--- config.mk ---
export PLATFORM = sky130hd
export DESIGN_NAME = fifo_4
export DESIGN_NICKNAME = d
export VERILOG_FILES = /design/src/rtl/fifo_4.sv
export SDC_FILE = /design/constraint.sdc
export NUM_CORES = 1
export LEC_CHECK = 0
export CAP_MARGIN = 20
export CORE_MARGIN = 2
export CORE_UTILIZATION = 45
export DETAILED_ROUTE_END_ITERATION = 8
export GPL_ROUTABILITY_DRIVEN = 0
export PLACE_DENSITY = 0.66
export REMOVE_ABC_BUFFERS = 1
export SYNTH_ARGS = -nofsm -noshare
export SYNTH_HDL_FRONTEND = slang
export SYNTH_SLANG_ARGS = --single-unit
--- constraint.sdc ---
create_clock -name clk_i -period 4.3 [get_ports clk_i]
set_input_delay 1.075 -clock clk_i [delete_from_list [all_inputs] [get_ports clk_i]]
set_output_delay 1.075 -clock clk_i [all_outputs]
set_load 0.01 [all_outputs]
--- src/rtl/fifo_4.sv ---
// fifo_4: single-clock 4 x 8-bit FIFO for the SSP TX/RX byte queues.
// Popped data appears on a registered output one edge after the read is accepted.
module fifo_4 #(
    parameter int DWIDTH = 8,
    parameter int DEPTH  = 4,
    parameter int AWIDTH = 2
) (
    input  logic              clk_i,
    input  logic              rst_i,
    input  logic              write,
    input  logic              read,
    input  logic [DWIDTH-1:0] write_d,
    output logic [DWIDTH-1:0] read_d,
    output logic              empty,
    output logic              full
);

    localparam logic [AWIDTH-1:0] PTR_ONE  = AWIDTH'(1);
    localparam logic [AWIDTH:0]   CNT_ONE  = (AWIDTH + 1)'(1);
    localparam logic [AWIDTH:0]   CNT_FULL = (AWIDTH + 1)'(DEPTH);

    logic [DWIDTH-1:0] mem [DEPTH];
    logic [AWIDTH-1:0] wr_ptr;
    logic [AWIDTH-1:0] rd_ptr;
    logic [AWIDTH:0]   count;
    logic              push_ok;
    logic              pop_ok;

    // A full FIFO still accepts a write when a pop frees a slot in the same cycle.
    assign pop_ok  = read && !empty;
    assign push_ok = write && (!full || pop_ok);

    assign empty = (count == '0);
    assign full  = (count == CNT_FULL);

    // NOTE: storage is deliberately left out of reset; the pointers and count
    // define which entries are valid, so clearing the array buys nothing.
    always_ff @(posedge clk_i) begin
        if (push_ok) begin
            mem[wr_ptr] <= write_d;
        end
    end

    // NOTE: non-blocking assignments let a simultaneous push and pop on a full
    // FIFO read the old word at rd_ptr while the new word lands in that slot.
    always_ff @(posedge clk_i or posedge rst_i) begin
        if (rst_i) begin
            wr_ptr <= '0;
            rd_ptr <= '0;
            count  <= '0;
            read_d <= '0;
        end else begin
            if (push_ok) begin
                wr_ptr <= wr_ptr + PTR_ONE;
            end
            if (pop_ok) begin
                rd_ptr <= rd_ptr + PTR_ONE;
                read_d <= mem[rd_ptr];
            end
            case ({push_ok, pop_ok})
                2'b10:   count <= count + CNT_ONE;
                2'b01:   count <= count - CNT_ONE;
                default: count <= count;
            endcase
        end
    end

endmodule

==> Word level (Yosys, flattened, before mapping) <==
Memories as Yosys holds them, arrays and structs flattened. A register that Yosys moved wholly into a read port is not among the register bits.
Cells that the tools add are included.
{ "totals": {"input_bits": 12, "wordCells": 21, "output_inout_bits": 10, "register_bits": 7, "n_memories": 1, "ramBits": 32} }
{ "classes": {"addsub": 4, "n_reduce_logical": 7, "mux": 3, "eq_ne": 3} }
{ "memory_table": {"columns": ["memory", "depth", "word_bits", "read_ports", "rd_ports_with_merged_regs", "write_ports", "line", "rtl"], "rows": [
  ["mem", 4, 8, 1, 1, 1, "22", "logic [DWIDTH-1:0] mem [DEPTH];"]
]} }
{ "ops": {"columns": ["op", "count"], "rows": [
  ["$pmux W3 S2", 1],
  ["$add A2 B1 Y2 const B", 2],
  ["$add A3 B1 Y3 const B", 1],
  ["$eq A3 B3 Y1 const B", 1],
  ["$logic_not A3 Y1", 1],
  ["$sub A3 B1 Y3 const B", 1],
  ["$eq A2 B1 Y1 const B", 1],
  ["$eq A2 B2 Y1 const B", 1],
  ["$logic_and A1 B1 Y1", 2],
  ["$logic_not A1 Y1", 2],
  ["$mux W1", 2],
  ["$reduce_bool A2 Y1", 1],
  ["$logic_or A1 B1 Y1", 1]
]} }

==> Depth between registers and ports, before layout <==
{ "logic_depth": {"ltp_word": 7, "mapped_depth": 8, "depth_no_buf": 6} }

==> Worst setup path after synthesis <==
Ideal clock, no wire load.
{ "synth_path": {"kind": "input to register", "startpoint": "input read", "endpoint": "register count[2]", "path_buffers": 2, "setup_ns": 0.118, "cell_stages": 8, "arrival_ns": 2.849, "path_slack_ns": 1.332, "required_time_ns": 4.182, "cell_sequence": "buf_6 -> o31ai_2 -> buf_4 -> or2_2 -> fa_1 -> or3b_1 -> a32o_1 -> a21o_1"} }
{ "synth_between": {"elab_chain_cells": 5, "elab_cells_between_ends": 7, "cone_classes": "2 x eq/ne; 1 x mux; 4 x reduce/logical"} }
{ "synth_lines": {"columns": ["element", "line", "rtl"], "rows": [
  ["start: declaration", "11", "input logic read,"],
  ["$logic_and A1 B1 Y1 *", "30", "assign pop_ok = read && !empty;"],
  ["$logic_or A1 B1 Y1", "31", "assign push_ok = write && (!full || pop_ok);"],
  ["$logic_and A1 B1 Y1", "31", null],
  ["$eq A2 B1 Y1 or $eq A2 B2 Y1 (tied branches)", "60", "case ({push_ok, pop_ok})"],
  ["$pmux W3 S2 or $reduce_bool A2 Y1 (tied branches)", null, null],
  ["end signal: assignment", "61", "2'b10: count <= count + CNT_ONE;"],
  ["end signal: assignment", "62", "2'b01: count <= count - CNT_ONE;"],
  ["end signal: assignment", "63", "default: count <= count;"],
  ["end: declaration", "25", "logic [AWIDTH:0] count;"]
]} }
Mark *: on every way between the ends. The rest lies on a longest branch, timed or not.
A chain may end at the register's enable or synchronous reset.

==> Final worst setup path <==
Ends and elaborated chain as after synthesis.

==> results.json <==
{
  "io_buffers": 21,
  "core_area_sq_um": 4290,
  "grt_use_total": 0.139,
  "critPathKind": "in -> reg",
  "routed_via_density": 5.26,
  "hold_slack_ns": 0.516,
  "place_ws_ns": 0.545,
  "grt-ovfl-total": 0,
  "hpwl_microns": 2140,
  "grt_pass1_wl_microns": 5110,
  "tightest_slew_ns": 1.02,
  "rows": 24,
  "setup_viol": 0,
  "via_count": 999,
  "fmax_mhz": 289,
  "drive_above_1_share": 0.196,
  "startpoint_type": "input port",
  "maxSlewViolCount": 0,
  "post_cts_resized": 0,
  "clock_sinks": 47,
  "die_x_microns": 70.5,
  "grt_max_degree": 16,
  "clkLatencyLatePin_ns": 0.29,
  "drt_iter0_drc": 59,
  "final_nets": 154,
  "synth_cells": 115,
  "antenna_found_initial": 0,
  "dieArea_sq_um": 4970,
  "fin_ws_ns": 0.843,
  "htree_num_levels": 2,
  "status": "completed",
  "ant_nets": 0,
  "required_ns": 4.48,
  "syn2layout_area_growth_pct": 15.7,
  "r2r_slack_ns": 1.64,
  "final_hold_viol_count": 0,
  "rsz0062_at_grt": "false",
  "hp-class": "reg -> reg",
  "synth-seq-area-share": 0.672,
  "post-route-util": 0.536,
  "num_antenna_cells": 0,
  "drt_wl_total_microns": 3150,
  "leakagePower_nw": 0.837,
  "crit_fanout": 11,
  "cts_tree": "done",
  "design_area_sq_um": 2300,
  "max_cap_viol_count": 0,
  "clock-root-buffer": "clkbuf_8",
  "finalCriticalPeriod_ns": 3.46,
  "wl_per_cell_microns": 16.6,
  "regArea_sq_um": 1340,
  "ir_drop_uv": 295,
  "grt_pass1_vias": 1005,
  "synth.avg_cell_area_sq_um": 17.3,
  "setup_tns_ns": 0,
  "synth.top_cell.area_share": 0.483,
  "io_pins": 22,
  "firstDrtPassIters": 4,
  "route.detailed.drc": 0,
  "cts_setup_buffers": 0,
  "fin_crit_sh": 0.804,
  "hold_buffers": 0,
  "final_common_cell": "edfxtp_1",
  "max-slew-margin-rel": 0.318,
  "cp-end-kind": "register",
  "clkTransAtPathRegs_ns": 0.08,
  "netlist-cell-type-count": 33,
  "clockBufferDepth": 2,
  "layout_common_cells": "32 x edfxtp_1, 21 x clkdlybuf4s50_1, 15 x dfrtp_1",
  "start_util": 0.463,
  "fill_cells": 349,
  "synthTopCellsByArea": "edfxtp_1 48%, dfrtp_1 19%, mux4_2 9.1%",
  "yosys_warnings": 0,
  "pwr_density_cell_nw_per_um2": 643,
  "finClkSkew_ns": 0.00822,
  "synth.ff_latch_count": 47,
  "placed_area_sq_um": 2220,
  "cts_made_buffers": 5,
  "multi_input_area_sq_um": 579,
  "die_h_microns": 70.5,
  "syn_area_sq_um": 1990,
  "critPathArrivalTime_ns": 3.63,
  "yosys.area.top_type": "edfxtp_1"
}
## layout make-up
cell class | count | area share
clock buffers | 6 | 0.0315
clock inverters | 2 | 0.00380
inverters | 8 | 0.0130
multi-input cells | 54 | 0.252
flip-flops and latches | 47 | 0.580
well taps | 52 | 0.0283
repair buffers | 21 | 0.0913
## critical path: stages
cell and delay [ns]:
clkdlybuf4s50_1 0.66, o31ai_2 0.30, or2_2 0.36, fa_1 0.41, or3b_1 0.41, a32o_1 0.26, a21o_1 0.15
## per-layer routing
layer / vias to the layer above / part of all wire / global-route usage
met3: 4 / 0.030 / 0.0447
met1: 513 / 0.46 / 0.185
met5: - / 0 / 0
li1: 464 / - / -
met2: 18 / 0.50 / 0.225
met4: 0 / 0.0029 / 0.0321
## per-stage QoR
step | total power, W | instances
6_report | 0.00148 | 190
3_5_place_dp | 0.00126 | 182
3_3_place_gp | 0.00123 | 182
5_1_grt | 0.00158 | 190
4_1_cts | 0.00151 | 190
2_1_floorplan | 0.00105 | 109
## final timing paths
| kind | cells after the start | startpoint | to |
|---|---|---|---|
| worst max-delay path | 7 | read | count[2]$_DFFE_PP0P_ |
| worst min-delay path | 1 | read_d[1]$_DFFE_PP0N_ | read_d[1]$_DFFE_PP0N_ |
| worst max register to register | 6 | count[0]$_DFFE_PP0P_ | count[1]$_DFFE_PP0P_ |
| worst min register to register | 1 | read_d[1]$_DFFE_PP0N_ | read_d[1]$_DFFE_PP0N_ |
| max in group asynchronous | 2 | rst_i | read_d[0]$_DFFE_PP0N_ |
| min in group asynchronous | 2 | rst_i | read_d[3]$_DFFE_PP0N_ |
## cell usage after synthesis (all sizes together)
| cell type | number |
|---|---|
| nor3 | 1 |
| nor2b | 2 |
| and2 | 4 |
| o211ai | 1 |
| fa | 1 |
| xnor2 | 3 |
| nor3b | 1 |
| nand3b | 1 |
| mux2 | 9 |
| inv | 8 |
| nor2 | 3 |
| dfrtp | 15 |
| o21ba | 1 |
| nand3 | 2 |
| or2 | 1 |
| o21ai | 2 |
| clkbuf | 1 |
| mux4 | 8 |
| or3b | 1 |
| ha | 4 |
| a21boi | 1 |
| nand2 | 1 |
| o31ai | 2 |
| buf | 5 |
| xor2 | 2 |
| edfxtp | 32 |
| a21o | 1 |
| a32o | 1 |
| a21oi | 1 |
## logic make-up (layout without fill, tap and decap cells)
logic type	Yosys count	after routing	synth area share
DFF	47	47	0.672
muxes	17	17	0.142
and+or+nand+nor	17	17	0.0516
buffers and inverters	14	37	0.0371
AOI/OAI and AO/OA	10	10	0.0409
adders and majority gates	5	5	0.0352
xor gates and xnor gates	5	5	0.0220
## state kept, by name, summed over array words and instances, names as in the netlist
signal,count
count,3
mem,32
rd_ptr,2
read_d,8
wr_ptr,2
## where the power goes
part	switching [W]	internal, W	total (W)
Sequential	0.000120	0.000624	0.000744
Clock	0.000131	0.000112	0.000243
Combinational	0.000196	0.000298	0.000494
Total	0.000447	0.00103	0.00148
No activity file was read; power rests on OpenSTA's default activity.
